==> src/rtl/logicnet_input_quantizer.sv <==
// Quantizes a serial stream of signed feature words against per-feature thresholds and
// assembles a double-buffered vector for layer-0. Optional framing check: LOGICNET_FRAME_CHECK_EN.
module logicnet_input_quantizer #(
  parameter int NUM_FEATURES = 16,
  parameter int FEAT_W       = 16,
  parameter int Q_W          = 2,
  parameter int CNT_W        = $clog2(NUM_FEATURES)
) (
  input  logic                        clk,
  input  logic                        rst_n,
  input  logic                        cfg_we,
  input  logic [CNT_W+1:0]            cfg_addr,
  input  logic [FEAT_W-1:0]           cfg_data,
  input  logic                        s_valid,
  output logic                        s_ready,
  input  logic [FEAT_W-1:0]           s_data,
  input  logic                        s_last,
  output logic                        m_valid,
  input  logic                        m_ready,
  output logic [NUM_FEATURES*Q_W-1:0] m_data,
  output logic                        err_frame
);

  localparam logic [CNT_W-1:0] LAST_IDX = CNT_W'(NUM_FEATURES - 1);

  typedef enum logic [1:0] {
    IDLE  = 2'd0,
    FULL  = 2'd1,
    STALL = 2'd2
  } state_e;

  state_e state_q, state_d;

  logic [NUM_FEATURES-1:0][2:0][FEAT_W-1:0] thr_q, thr_d;
  logic [NUM_FEATURES-1:0][Q_W-1:0]         asm_q, asm_d, asm_full;
  logic [NUM_FEATURES-1:0][Q_W-1:0]         m_data_q, m_data_d;
  logic [CNT_W-1:0]                         cnt_q, cnt_d;

  logic [CNT_W-1:0] cfg_idx;
  logic [1:0]       cfg_sel;
  logic [2:0]       gt;
  logic [Q_W-1:0]   code;
  logic             hs, last_slot, frame_err, frame_done;

  assign cfg_idx = cfg_addr[CNT_W+1:2];
  assign cfg_sel = cfg_addr[1:0];

  always_comb begin
    thr_d = thr_q;
    if (cfg_we && (cfg_sel != 2'd3) && (int'(cfg_idx) < NUM_FEATURES))
      thr_d[cfg_idx][cfg_sel] = cfg_data;
  end

  // Code is the count of thresholds strictly exceeded, so unordered thresholds still work.
  always_comb begin
    for (int k = 0; k < 3; k++)
      gt[k] = $signed(s_data) > $signed(thr_q[cnt_q][k]);
    code = Q_W'(gt[0]) + Q_W'(gt[1]) + Q_W'(gt[2]);
  end

  assign s_ready   = (state_q != STALL);
  assign m_valid   = (state_q != IDLE);
  assign m_data    = m_data_q;
  assign hs        = s_valid & s_ready;
  assign last_slot = (cnt_q == LAST_IDX);

`ifdef LOGICNET_FRAME_CHECK_EN
  logic err_q, err_d;

  // s_last must coincide exactly with the final slot; either mismatch drops the frame.
  assign frame_err = hs & (s_last ^ last_slot);
  assign err_d     = err_q | frame_err;
  assign err_frame = err_q;

  always_ff @(posedge clk or negedge rst_n) begin
    if (!rst_n) err_q <= 1'b0;
    else        err_q <= err_d;
  end
`else
  logic unused_s_last;

  assign unused_s_last = s_last;
  assign frame_err     = 1'b0;
  assign err_frame     = 1'b0;
`endif

  assign frame_done = hs & last_slot & ~frame_err;

  // The final slot bypasses the assembly register so the vector lands one cycle after the last word.
  always_comb begin
    asm_full        = asm_q;
    asm_full[cnt_q] = code;
    asm_d           = hs ? asm_full : asm_q;
  end

  always_comb begin
    cnt_d = cnt_q;
    if (hs) cnt_d = (last_slot || frame_err) ? '0 : cnt_q + 1'b1;
  end

  always_comb begin
    state_d  = state_q;
    m_data_d = m_data_q;
    case (state_q)
      IDLE: begin
        if (frame_done) begin
          state_d  = FULL;
          m_data_d = asm_full;
        end
      end
      FULL: begin
        if (frame_done) begin
          if (m_ready) m_data_d = asm_full;
          else         state_d  = STALL;
        end else if (m_ready) begin
          state_d = IDLE;
        end
      end
      STALL: begin
        if (m_ready) begin
          state_d  = FULL;
          m_data_d = asm_q;
        end
      end
      default: state_d = IDLE;
    endcase
  end

  always_ff @(posedge clk or negedge rst_n) begin
    if (!rst_n) begin
      state_q  <= IDLE;
      thr_q    <= '0;
      asm_q    <= '0;
      m_data_q <= '0;
      cnt_q    <= '0;
    end else begin
      state_q  <= state_d;
      thr_q    <= thr_d;
      asm_q    <= asm_d;
      m_data_q <= m_data_d;
      cnt_q    <= cnt_d;
    end
  end

endmodule

==> config.mk <==
export PLATFORM = sky130hd
export DESIGN_NAME = logicnet_input_quantizer
export DESIGN_NICKNAME = d
export VERILOG_FILES = /design/src/rtl/logicnet_input_quantizer.sv
export SDC_FILE = /design/constraint.sdc
export NUM_CORES = 1
export LEC_CHECK = 0
export ABC_AREA = 0
export CORE_MARGIN = 4
export CORE_UTILIZATION = 29
export DETAILED_ROUTE_END_ITERATION = 8
export GPL_TIMING_DRIVEN = 0
export MAX_ROUTING_LAYER = met4
export PLACE_DENSITY = 0.46
export SYNTH_ARGS = -nofsm -noshare
export SYNTH_HDL_FRONTEND = slang
export SYNTH_SLANG_ARGS = --single-unit
==> constraint.sdc <==
create_clock -name clk -period 13.7 [get_ports clk]
set_clock_uncertainty 0.05 [all_clocks]
set_input_delay 1.37 -clock clk [delete_from_list [all_inputs] [get_ports clk]]
set_output_delay 1.37 -clock clk [all_outputs]
set_load 0.03 [all_outputs]
======== Yosys cells after proc, flatten, opt, wreduce, memory -nomap -nowiden ========
Index checks and enable logic that the tools add are counted.
storage, ports and cells
  bits of input ports ..................... 44
  flip-flop bits (word level) ............. 838
  word-level logic and storage cells ...... 138
  output and inout bits ................... 35
operators by class
  equal/unequal tests ..................... 11
  bitwise operators ....................... 2
  reduce and logical (&&, ||, !) cells .... 9
  add/subtract/negate cells ............... 3
  muxes and demuxes ....................... 22
  $lt $le $gt $ge ......................... 9
operator list
  kind                 count
  $bwmux 768           1
  $bmux 48 s4          1
  $demux 48 s4         1
  $mux 32              4
  $mux 48              2
  $pmux 32 s3          1
  $gt 16x16->1         3
  $bwmux 32            1
  $demux 16 s2         1
  $mux 16              1
  $mux 2               6
  $ne 2x2->1 const B   6
  $lt 4x5->1 const B   2
  $demux 2 s4          1
  $ge 4x1->1 const B   2
  $ne 3x3->1 const B   2
  $pmux 2 s3           1
  $reduce_and 5->1     1
  $add 4x1->4 const B  1
  $eq 4x4->1 const B   1
  $logic_and 1x1->1    4
  $mux 4               1
  $reduce_and 4->1     1
  $lt 2x3->1 const B   1
  other kinds (9)      10

======== Longest topological paths before layout ========
Gate-level depths: netlist (run 1).
  depth after elaboration ................. 9
  depth in mapped cells ................... 16
  mapped depth without buffers ............ 12

======== Worst setup path before layout (run 1) ========
OpenSTA, ideal clock, no wires.
  path kind ............................... register to register
  start ................................... register cnt_q[1]
  end ..................................... register m_data_q, in the netlist m_data[10]
  period minus slack after synthesis ...... 4.316 ns
  data required time ...................... 13.573 ns
  setup slack ............................. 9.384 ns
  path buffers ............................ 4
  setup time .............................. 0.077 ns
  stages on the path, launching flop included .. 17
  arrival ................................. 4.188 ns
  cells stage by stage .................... dfrtp_1 -> clkbuf_1 -> clkbuf_1 -> clkbuf_1 -> mux4_2 -> mux4_2 -> inv_1 -> ha_1 -> a41o_1 -> a21oi_1 -> nor3_1 -> nor4b_1 -> mux2i_1 -> fa_1 -> clkbuf_1 -> mux2i_1 -> a21oi_1
on the way
  longest elaborated chain between the ends .. 9
  elaborated cells between the ends (all ways) .. 22
  classes of those cells .................. add/sub (2); order compare (5); eq/ne (3); mux (9); bitwise (1); reduce/logical (2)
ends and longest elaborated chain
  what                           RTL line  source
  start, declared                37        logic [CNT_W-1:0] cnt_q, cnt_d;
  start signal, assigned         141       cnt_q <= cnt_d;
  $bmux 48 s4                    57        gt[k] = $signed(s_data) > $signed(thr_q[cnt_q][k]);
  $mux 48 (implied by the code)  57
  $gt 16x16->1                   57
  $add 1x1->2                    58        code = Q_W'(gt[0]) + Q_W'(gt[1]) + Q_W'(gt[2]);
  $add 2x1->2                    58
  $bwmux 32                      92        asm_full[cnt_q] = code;
  $mux 32                        113       if (m_ready) m_data_d = asm_full;
  $mux 32                        112       if (frame_done) begin
  $pmux 32 s3                    104       case (state_q)
  end signal, assigned           140       m_data_q <= m_data_d;
  end, declared                  36        logic [NUM_FEATURES-1:0][Q_W-1:0] m_data_q, m_data_d;
Several ways; a longest one is shown, not always the timed one. The select of a mux whose other input is x is not followed.
A chain may end at the register's enable or synchronous reset.

======== Worst setup path after layout (run 1) ========
  start ................................... register cnt_q[1]
  end ..................................... register m_data_q, in the netlist m_data[2]
Same word-level chain as after synthesis.

==> results.py, run 1 <==
metrics = {
    "placement": {
        "hpwlAfterDp_um": 92400,
        "place_congestion": 0.870,
        "dp_worst_setup_slack_ns": 6.59,
        "port-buffer-count": 59,
    },
    "timing": {
        "hold_viol": 0,
        "postLayoutSetupSlackWorst_ns": 6.86,
        "setup_viol": 0,
        "relSlewSlack": 0.130,
        "tightest_slew_ns": 1.31,
        "fmax_mhz": 146,
        "grt_setup_unrepaired": "no",
        "post-route-period-util": 0.500,
        "setup-tns-final_ns": 0,
        "slew_violations": 0,
        "period_needed_ns": 6.84,
    },
    "worst_setup_path": {
        "rrSetupSlack_ns": 6.86,
        "cp-start-kind": "flop",
        "cp-end-kind": "flop",
        "cp.required_ns": 14.19,
        "critPathMaxStageDelay_ns": 0.87,
        "path_class": "reg -> reg",
        "cp_slowest_cell": "nor4_1",
        "cp_max_fo": 10,
        "crit_chain": "clkbuf_1 > buf_2 > buf_1 > mux4_2 > mux4_2 > inv_1 > ha_1 > nand4_1 > nor4_1 > o21ai_0 > and2_1 > a211oi_1 > fa_1 > clkbuf_1 > mux2i_1 > a21oi_1",
        "worstPathArrival_ns": 7.33,
    },
    "synthesis": {
        "synthCells": 2507,
        "synth-simple-area-share": 0.0257,
        "synth_compound_area_frac": 0.0121,
        "syn_nets": 2604,
        "synth_top_family_by_area": "multiplexers",
        "synth_area_per_cell_um2": 15.6,
        "synth_area_mm2": 0.0391,
        "synth_xor_area_frac": 0.000224,
        "synth_ff_type": "dfrtp_1",
        "yosys_warnings": 0,
        "synth_seq_cells": 838,
        "synth_top_area_frac": 0.536,
        "synthMuxAreaShare": 0.377,
        "synth_adder_area_share": 0.0171,
        "synth.area.top_cells": "dfrtp_1, mux2_2, mux4_2",
        "synth_edf_count": 0,
        "synthArstFlopShare": 1.00,
        "yosysTopAreaCell": "dfrtp_1",
        "seq_area_frac_synth": 0.536,
        "yosys-top-cells-count": "dfrtp_1, mux2_2, mux4_2",
        "yosysMostFrequentCell": "dfrtp_1",
        "synth_cell_types": 57,
    },
    "clock_network": {
        "cts_buffers": 96,
        "clk_pin_slew_ns": 0.06,
        "insertion_delay_ns": 0.68,
        "cts_setup_buffers": 0,
        "clockRootBuffer": "clkbuf_16",
        "hold_buffers": 0,
        "cts_resized": 0,
        "cts_tree": "yes",
        "cts_sinks": 838,
        "h-tree-depth": 3,
        "clockBufferDepth": 3,
    },
    "floorplanning": {
        "start_util": 0.293,
        "fp-row-count": 134,
        "fp.dieH_um": 375,
        "die_x_um": 375,
        "die-area_mm2": 0.141,
        "io_pins": 79,
        "coreArea_mm2": 0.134,
    },
    "grt": {
        "grt_pass1_vias": 24700,
        "grt_pass1_wl_um": 178000,
        "grt-ovfl-total": 0,
        "track_usage": 0.179,
        "grt_max_degree": 126,
        "antenna_found_initial": 18,
    },
    "route": {
        "drt_iter0_drc": 1444,
        "routed-via-count": 22900,
        "routedWlPerCell_um": 27.2,
        "wl_um": 123000,
        "via_per_inst": 5.06,
        "ant_nets": 0,
        "drc_errors": 0,
        "drt-pass1-iter-count": 6,
    },
    "finish": {
        "nFillCells": 12900,
        "areaGrowthSynthToFinish_pct": 16.1,
        "drive_gt1_frac": 0.461,
        "fin_nets": 2768,
    },
    "power": {
        "vdd_ir_drop_max_mv": 0.109,
        "power_density_mw_per_mm2": 180,
        "p_leak_nw": 20.6,
    },
    "hold_path": {
        "hp-class": "reg -> reg",
    },
    "run": {
        "maxCapViolCount": 0,
    },
    "outcome": {
        "status": "complete, no violations",
    },
}
==> power by group <==
| group | internal, W | switching, W | total (W) |
|---|---|---|---|
| Clock | 0.00159 | 0.00107 | 0.00266 |
| Sequential | 0.00287 | 0.000196 | 0.00307 |
| Combinational | 0.00107 | 0.00138 | 0.00246 |
==> state kept, by name, indices dropped and copies added (netlist names) <==
name,cells
m_data,32
state_q,2
asm_q,32
cnt_q,4
thr_q,768
==> kinds of logic after synthesis <==
logic type	Yosys count
and+or+nand+nor	193
other	1
adders and majority gates	53
muxes	1074
xor gates and xnor gates	1
AOI/OAI and AO/OA	80
buffers and inverters	267
DFF	838
==> path summary, 6_finish.rpt <==
check / startpoint / end / cells past startpoint
worst min-delay path: thr_q[710] / thr_q[710] / 1
worst max-delay path: cnt_q[1] / m_data[2] / 16
worst min register to register: thr_q[710] / thr_q[710] / 1
min in group asynchronous: rst_n / m_data[13] / 1
max in group asynchronous: rst_n / thr_q[697] / 5
worst max register to register: cnt_q[1] / m_data[2] / 16
==> placed cells by master, fill, tap and decap left out, types with 8 or more instances in the layout <==
master	n
a21oi_1	51
buf_2	60
buf_4	11
buf_6	17
bufinv_16	10
clkbuf_1	137
clkbuf_16	96
clkbuf_8	21
clkdlybuf4s50_1	58
clkinv_2	20
dfrtp_1	838
diode_2	11
ha_1	52
inv_1	53
mux2_1	49
mux2_2	751
mux2i_1	34
mux4_2	240
nand2_1	62
nand3_1	18
nor2_1	42
nor2_4	8
==> stage by stage <==
| stage | util | cells | power (W) | hold slack [ns] | area, um^2 |
|---|---|---|---|---|---|
| 6_report | 0.340 | 4527 | 0.00819 | 0.430 | 45400 |
| 2_1_floorplan | - | 2507 | 0.00461 | 0.402 | 39100 |
| 3_3_place_gp | 0.313 | 4334 | 0.00555 | 0.412 | 41900 |
| 3_5_place_dp | 0.315 | 4341 | 0.00560 | 0.421 | 42100 |
| 4_1_cts | 0.339 | 4516 | 0.00829 | 0.434 | 45400 |
| 5_1_grt | 0.340 | 4518 | 0.00858 | 0.444 | 45400 |
==> cell type report <==
type | count | area, um^2 | area share
flip-flops and latches | 838 | 21000 | 0.461
plain buffers | 214 | 1050 | 0.0231
inverters | 53 | 199 | 0.00438
well taps | 1768 | 2210 | 0.0487
clock inverters | 40 | 526 | 0.0116
multi-input cells | 1402 | 16900 | 0.372
diodes | 11 | 27.5 | 0.000606
repair buffers | 66 | 788 | 0.0173
clock buffers | 135 | 2760 | 0.0607
==> worst max-delay path, delay by kind of cell, from the launching register on <==
family | cells | cell delay [ns]
AO/OA/AOI/OAI | 3 | 1.00
buffers and inverters | 5 | 1.81
AND/OR/NAND/NOR | 3 | 1.44
multiplexers | 3 | 1.20
adder cells (fa/ha/maj) | 2 | 0.79
flip-flops | 1 | 0.37
==> metal layers <==
| metal | wire (um) | global-route usage | vias up |
|---|---|---|---|
| met2 | 58400 | 0.285 | 562 |
| met1 | 55600 | 0.239 | 12500 |
| met5 | 0 | - | - |
| met4 | 3210 | 0.0497 | 0 |
| li1 | - | - | 9618 |
| met3 | 5860 | 0.0282 | 162 |
No activity file was read; power rests on OpenSTA's default activity.
==> run 2: changes to the inputs <==
- clock period: 13.7 -> 6.35 ns (I/O delays scaled with it)
==> results.py, run 2 (synthesis gave the netlist of run 1 again) <==
metrics = {
    "power": {
        "swShare": 0.324,
        "comb_power_share": 0.301,
        "vdd_ir_drop_max_mv": 0.234,
        "p_leak_nw": 20.6,
        "p_sw_w": 0.00572,
        "power_density_mw_per_mm2": 389,
        "clockPowerShare": 0.325,
        "seqPwrFrac": 0.375,
        "total_power_w": 0.0177,
        "p_int_w": 0.0120,
    },
    "worst_setup_path": {
        "cp.required_ns": 6.84,
        "rrSetupSlack_ns": 0.43,
        "worstPathArrival_ns": 6.41,
        "path_class": "reg -> reg",
        "cp-start-kind": "flop",
        "cp_max_fo": 10,
        "cp-end-kind": "flop",
    },
    "floorplanning": {
        "start_util": 0.293,
        "die-area_mm2": 0.141,
        "fp.dieH_um": 375,
        "coreArea_mm2": 0.134,
        "die_x_um": 375,
        "io_pins": 79,
        "fp-row-count": 134,
    },
    "route": {
        "routed-via-count": 22900,
        "drc_errors": 0,
        "ant_nets": 0,
        "via_per_inst": 5.05,
        "drt-pass1-iter-count": 5,
        "drt_iter0_drc": 1387,
        "wl_um": 123000,
        "routedWlPerCell_um": 27.2,
    },
    "finish": {
        "design_area_mm2": 0.0455,
        "final_common_cell": "dfrtp_1",
        "fin_util": 0.340,
        "nFillCells": 12900,
        "fin_nets": 2769,
        "largest_reg_flops": 768,
        "top_register": "thr_q",
        "drive_gt1_frac": 0.465,
        "areaGrowthSynthToFinish_pct": 16.2,
        "final_cell_mix": "dfrtp_1, mux2_2, mux4_2",
    },
    "timing": {
        "hold_slack_ns": 0.432,
        "slew_violations": 0,
        "post-route-period-util": 0.933,
        "tightest_slew_ns": 1.28,
        "fmax_mhz": 169,
        "hold_viol": 0,
        "setup_viol": 0,
        "grt_setup_unrepaired": "no",
        "period_needed_ns": 5.92,
        "postLayoutSetupSlackWorst_ns": 0.425,
        "relSlewSlack": 0.145,
    },
    "clock_network": {
        "cts_setup_buffers": 0,
        "h-tree-depth": 3,
        "clockRootBuffer": "clkbuf_16",
        "insertion_delay_ns": 0.68,
        "clockBufferDepth": 3,
        "cts_sinks": 838,
        "cts_buffers": 96,
        "clk_pin_slew_ns": 0.06,
        "cts_tree": "yes",
    },
    "grt": {
        "grt_pass1_vias": 24700,
        "track_usage": 0.179,
        "antenna_found_initial": 18,
        "grt_pass1_wl_um": 178000,
        "grt-ovfl-total": 0,
        "grt_max_degree": 126,
    },
    "placement": {
        "port-buffer-count": 59,
        "place_congestion": 0.870,
        "postPlaceCellArea_mm2": 0.0421,
        "dp_worst_setup_slack_ns": -0.759,
        "hpwlAfterDp_um": 92400,
    },
    "hold_path": {
        "hp-class": "reg -> reg",
    },
    "run": {
        "maxCapViolCount": 0,
    },
    "outcome": {
        "status": "complete, no violations",
    },
}
-- run 2: changes by cell type in the layout (fill, tap and decap cells not counted), sizes merged --
cell / previous run / this run
diode: 11 / 9
dlygate4sd3: 0 / 1
buf: 101 / 97
clkbuf: 256 / 259
clkdlybuf4s15: 0 / 1
-- run 2: worst paths after layout --
path | depth (start not counted) | to | start
max | 16 | m_data[2] | cnt_q[1]
min | 1 | thr_q[569] | thr_q[569]
max reg2reg | 16 | m_data[2] | cnt_q[1]
min reg2reg | 1 | thr_q[569] | thr_q[569]
max in group asynchronous | 6 | thr_q[747] | rst_n
min in group asynchronous | 2 | m_data[13] | rst_n
-- run 2: power groups by stage --
stage | Clock, W | Sequential [W] | Combinational [W]
3_3_place_gp | 0 | 0.00670 | 0.00528
4_1_cts | 0.00588 | 0.00662 | 0.00540
5_1_grt | 0.00610 | 0.00671 | 0.00572
6_report | 0.00574 | 0.00662 | 0.00531
3_5_place_dp | 0 | 0.00671 | 0.00537
2_1_floorplan | 0 | 0.00676 | 0.00319
-- run 2: critical path, cell delays in order, from the launching register on --
cell,delay [ns]
dfrtp_1,0.37
clkbuf_1,0.19
clkbuf_4,0.40
clkdlybuf4s15_2,0.53
mux4_2,0.43
mux4_2,0.48
inv_1,0.07
ha_1,0.13
nand4_1,0.35
nor4_4,0.49
o21ai_0,0.29
and2_1,0.23
a211oi_1,0.45
fa_1,0.64
clkbuf_1,0.29
mux2i_1,0.26
a21oi_1,0.11
-- run 2: cell type report --
class	instances	area, um^2	area share
diodes	9	22.5	0.000495
plain buffers	214	1070	0.0235
flip-flops and latches	838	21000	0.461
multi-input cells	1402	16900	0.372
repair buffers	67	798	0.0175
well taps	1768	2210	0.0486
inverters	53	199	0.00437
clock inverters	40	526	0.0116
clock buffers	135	2760	0.0606
-- run 2: routing by layer --
| layer | part of all wire | track usage | vias up |
|---|---|---|---|
| li1 | - | - | 9606 |
| met1 | 0.45 | 0.239 | 12500 |
| met2 | 0.48 | 0.285 | 561 |
| met3 | 0.047 | 0.0282 | 155 |
| met4 | 0.025 | 0.0497 | 0 |
| met5 | 0 | - | - |
-- run 2: timing repair --
action | in CTS | in global routing
setup endpoints to repair | 64 | 41
hold buffers | 1 | 0
gates resized for setup | 9 | 12
endpoints found under the hold margin | 71 | 0
-- run 2: per-stage QoR --
step	instances	TNS, ns
after floorplan	2507	0
after global placement	4334	-
after detailed placement	4341	-40.86
after CTS	4517	0
after global routing	4519	0
final	4526	0
==> run 3: changes to the inputs <==
- PLACE_DENSITY: 0.46 -> 0.51
==> results.py, run 3 (synthesis gave the netlist of run 1 again) <==
metrics = {
    "timing": {
        "tightest_slew_ns": 1.20,
        "relSlewSlack": 0.201,
        "grt_setup_unrepaired": "no",
        "setup_viol": 0,
        "slew_violations": 0,
        "postLayoutSetupSlackWorst_ns": 0.250,
        "hold_viol": 0,
        "fmax_mhz": 164,
        "post-route-period-util": 0.961,
        "period_needed_ns": 6.10,
    },
    "grt": {
        "antenna_found_initial": 15,
        "grt-ovfl-total": 0,
        "grt_max_degree": 137,
        "grt_pass1_wl_um": 173000,
        "track_usage": 0.173,
        "grt_pass1_vias": 25200,
    },
    "power": {
        "seqPwrFrac": 0.377,
        "swShare": 0.326,
        "p_int_w": 0.0118,
        "total_power_w": 0.0176,
        "clockPowerShare": 0.321,
        "vdd_ir_drop_max_mv": 0.226,
        "p_sw_w": 0.00574,
        "comb_power_share": 0.303,
        "p_leak_nw": 20.6,
        "power_density_mw_per_mm2": 387,
    },
    "floorplanning": {
        "die-area_mm2": 0.141,
        "coreArea_mm2": 0.134,
        "fp.dieH_um": 375,
        "fp-row-count": 134,
        "io_pins": 79,
        "start_util": 0.293,
        "die_x_um": 375,
    },
    "worst_setup_path": {
        "cp_slowest_cell": "fa_1",
        "cp_max_fo": 10,
        "worstPathArrival_ns": 6.60,
        "cp.required_ns": 6.85,
        "critPathTopFamily": "buffers and inverters",
        "cp-start-kind": "flop",
        "cp-end-kind": "flop",
        "path_class": "reg -> reg",
        "path_buf_inv": 5,
        "crit_chain": "clkbuf_1 > buf_2 > clkdlybuf4s15_2 > mux4_2 > mux4_2 > inv_1 > ha_1 > nand4_1 > nor4_4 > o21ai_0 > and2_1 > a211oi_1 > fa_1 > clkbuf_1 > mux2i_1 > a21oi_1",
        "critPathMaxStageDelay_ns": 0.63,
    },
    "route": {
        "wl_met1_um": 50300,
        "route.met2.wl_um": 56900,
        "via_per_inst": 5.04,
        "drt-pass1-iter-count": 7,
        "ant_nets": 0,
        "drt_iter0_drc": 1462,
        "wl_um": 118000,
        "top_layer_used": "met4",
        "routed-via-count": 22800,
        "routed-wl-met3_um": 6740,
        "routedWlPerCell_um": 26.1,
        "drc_errors": 0,
    },
    "placement": {
        "postPlaceCellArea_mm2": 0.0421,
        "place_congestion": 0.894,
        "hpwlAfterDp_um": 89200,
        "dp_worst_setup_slack_ns": -0.619,
        "port-buffer-count": 59,
    },
    "finish": {
        "drive_gt1_frac": 0.463,
        "design_area_mm2": 0.0454,
        "final_common_cell": "dfrtp_1",
        "areaGrowthSynthToFinish_pct": 16.0,
        "largest_reg_flops": 768,
        "final_cell_mix": "dfrtp_1, mux2_2, mux4_2",
        "top_register": "thr_q",
        "fin_nets": 2766,
    },
    "clock_network": {
        "cts_tree": "yes",
        "cts_sinks": 838,
        "clk_pin_slew_ns": 0.06,
        "clockRootBuffer": "clkbuf_16",
        "cts_setup_buffers": 0,
        "clockBufferDepth": 3,
        "insertion_delay_ns": 0.71,
        "h-tree-depth": 3,
        "cts_buffers": 93,
    },
    "run": {
        "maxCapViolCount": 0,
    },
    "outcome": {
        "status": "complete, no violations",
    },
    "hold_path": {
        "hp-class": "reg -> reg",
    },
}
-- run 3: cell types whose count changed in the layout (fill, tap and decap cells not counted), sizes merged --
cell,previous run,this run
buf,97,96
clkbuf,259,263
bufinv,10,8
clkinv,26,21
diode,9,4
inv,55,56
clkinvlp,2,1
-- run 3: cell type report --
| class | instances | area (um^2) |
|---|---|---|
| Multi-Input combinational cell | 1402 | 16900 |
| Sequential cell | 838 | 21000 |
| Tap cell | 1768 | 2210 |
| Timing Repair Buffer | 67 | 782 |
| Clock inverter | 33 | 488 |
| Clock buffer | 138 | 2730 |
| Buffer | 214 | 1070 |
| Antenna cell | 4 | 10.0 |
| Inverter | 53 | 199 |
| Fill cell | 12900 | 88400 |
-- run 3: routing by layer --
layer  up-vias  track usage
met5         -            -
met4         0       0.0628
met3       194       0.0386
met2       544        0.276
met1     12400        0.217
li1       9606            -
-- run 3: final timing paths --
kind | start | slack (ns) | to | depth (start not counted)
setup / recovery | cnt_q[1] | 0.25 | m_data[20] | 16
hold / removal | thr_q[714] | 0.43 | thr_q[714] | 1
setup reg to reg | cnt_q[1] | 0.25 | m_data[20] | 16
hold reg to reg | thr_q[714] | 0.43 | thr_q[714] | 1
max in group asynchronous | rst_n | 3.85 | thr_q[626] | 4
min in group asynchronous | rst_n | 0.55 | thr_q[393] | 2
-- run 3: per-stage QoR --
step                 util  TNS, ns  hold WS [ns]  instances
global placement    0.313        -         0.411       4334
floorplan               -        0         0.289       2507
global route        0.339        0         0.448       4515
detailed placement  0.315   -29.77         0.421       4340
finish              0.339        0         0.432       4517
CTS                 0.339        0         0.397       4512
-- run 3: power groups by stage --
stage	Combinational (W)	Clock (W)	Sequential, W
floorplan	0.00319	0	0.00676
global placement	0.00523	0	0.00669
detailed placement	0.00533	0	0.00672
CTS	0.00536	0.00579	0.00662
global route	0.00570	0.00601	0.00672
finish	0.00532	0.00564	0.00663
-- run 3: what timing repair did --
item	in CTS	in global routing
hold endpoints to repair	56	0
cloned	0	0
hold buffers	1	0
setup endpoints to repair	64	26
gates resized for setup	8	16
==> RTL edit, RTL diff (config.mk and constraints of run 3) <==
The option `LOGICNET_FRAME_CHECK_EN` is turned on by a define.
--- a/src/rtl/logicnet_input_quantizer.sv
+++ b/src/rtl/logicnet_input_quantizer.sv
@@ -2,2 +2,4 @@
 // assembles a double-buffered vector for layer-0. Optional framing check: LOGICNET_FRAME_CHECK_EN.
+`define LOGICNET_FRAME_CHECK_EN
+
 module logicnet_input_quantizer #(
Check against the original RTL: not settled (the Yosys comparison gave no result); the edit may change what the design does.
==> RTL edit against run 3 <==
Sequential power is 3% lower. Largest cell class unchanged. Global-route usage is 0.090 points higher. Synthesized cell count is 0.24% higher. Final area is 0.56% lower. Setup slack better by 0.28 ns. Fmax is 4.9% higher. Core utilization is 0.15 points lower. Hold slack worse by 0.0046 ns. Sequential cell count is 1 higher. Combinational power is 48% lower. Synthesized area is 0.16% lower. Routed wire length is 0.82% higher. Total power is 17% lower.
==> RTL edit: results (changes against run 3) <==
| Metric | Value |
|---|---|
| Pre-antenna DRT Iters | `5 (was 7)` |
| Post-CTS Setup Bufs | `0 (unchanged)` |
| Arr. time, crit path | `6.27 ns (was 6.60 ns)` |
| Seq pwr | `6.43 mW (was 6.63 mW)` |
| Seq/Total Area, Yosys | `0.537 (was 0.536)` |
| Clk_lat worst skew | `0.68 ns (was 0.71 ns)` |
| Multiplexer share of the synthesized area | `0.378 (was 0.377)` |
| Slowest stage delay, CP | `0.60 ns (was 0.63 ns)` |
| Synth Area in Adders | `0.0172 (was 0.0171)` |
| First-pass GRT wire length | `174 mm (was 173 mm)` |
| Grt met1 use | `0.224 (was 0.217)` |
| Syn_nets | `2610 (was 2604)` |
| Top Family by Delay on Critical Path | `multiplexers (was buffers and inverters)` |
| Synth cell count leaders | `839 x dfrtp_1, 800 x mux2_2, 240 x mux4_2 (was 838 x dfrtp_1, 751 x mux2_2, 240 x mux4_2)` |
| Share of synthesized registers carrying an async set or reset | `1.00 (unchanged)` |
| Synth top area cells | `dfrtp_1 54%, mux2_2 23%, mux4_2 14% (was dfrtp_1 54%, mux2_2 22%, mux4_2 14%)` |
| Routed length on met3 | `6.92 mm (was 6.74 mm)` |
| Flop pwr share | `0.443 (was 0.377)` |
| Tightest Pin Transition | `1.31 ns (was 1.20 ns)` |
| Combinational power | `2.78 mW (was 5.32 mW)` |
| CTS-repair resized insts | `14 (was 8)` |
| Post-DP HPWL | `89.9 mm (was 89.2 mm)` |
| Worst vdd ir | `0.000219 V (was 0.000226 V)` |
| Port Buf Inserts | `61 (was 59)` |
| Root Buffer Master | `clkbuf_16 (unchanged)` |
| Via count of the first global-routing pass | `24.9k (was 25.2k)` |
| Xor/xnor share of the synthesized area | `0.000224 (about the same)` |
| Cell Area, Placed | `0.0421 mm² (about the same)` |
| Outcome | `finished, final reports clean (unchanged)` |
| Post-synthesis cell type count | `48 (was 57)` |
| Pin count of the biggest net entering global routing | `130 (was 137)` |
| Synth Area in Compound Gates | `0.0128 (was 0.0121)` |
| Pleak | `20.3 nW (was 20.6 nW)` |
| GR Layer Usage met3 | `0.0388 (was 0.0386)` |
| DRT met1 WL | `51.7 mm (was 50.3 mm)` |
| GRT Util Overall | `0.174 (was 0.173)` |
| Met2 usage in global routing | `0.277 (was 0.276)` |
| Vias per inst | `5.07 (was 5.04)` |
| 1st-iter DRT viols | `1691 (was 1462)` |
| WL per Instance | `26.3 µm (was 26.1 µm)` |
| Share of cells above drive strength 1 | `0.475 (was 0.463)` |
==> RTL edit: changes by cell type in the layout (fill, tap and decap cells not counted), moves of 6 or more <==
cell | run 3 | this run
nand2_1 | 62 | 40
nand3_1 | 18 | 39
clkbuf_1 | 136 | 156
buf_6 | 18 | 2
bufinv_16 | 8 | 1
mux2_1 | 49 | 0
mux2_2 | 751 | 800
nor2_2 | 5 | 11
buf_4 | 11 | 18
==> RTL edit: cell type report <==
type	count	area (µm²)	share of cell area
Multi-Input combinational cell	1404	16900	0.375
Inverter	50	188	0.00416
Clock inverter	17	135	0.00299
Antenna cell	3	7.51	0.000166
Buffer	220	1020	0.0225
Timing Repair Buffer	69	818	0.0181
Sequential cell	839	21000	0.465
Tap cell	1768	2210	0.0490
Clock buffer	149	2850	0.0632
==> RTL edit: worst paths after layout <==
check | cells after the start | endpoint | startpoint | slack [ns]
min | 1 | err_frame | err_frame | 0.43
min reg2reg | 1 | err_frame | err_frame | 0.43
max | 16 | m_data[20] | cnt_q[1] | 0.53
max reg2reg | 16 | m_data[20] | cnt_q[1] | 0.53
min in group asynchronous | 2 | m_data[10] | rst_n | 0.44
max in group asynchronous | 6 | thr_q[263] | rst_n | 3.10
==> RTL edit: through the flow <==
step / setup TNS, ns / std cells
2_1_floorplan: 0 / 2513
3_3_place_gp: - / 4342
3_5_place_dp: -36.16 / 4349
4_1_cts: 0 / 4516
5_1_grt: 0 / 4518
6_report: 0 / 4519
==> RTL edit: kinds of logic (layout without fill, tap and decap cells) <==
family	count (synthesis)	in the layout
buffers and inverters	270	505
other	0	3
flip-flops	839	839
AO/OA/AOI/OAI	83	83
adder cells (fa/ha/maj)	53	53
multiplexers	1075	1075
XOR/XNOR	1	1
AND/OR/NAND/NOR	192	192
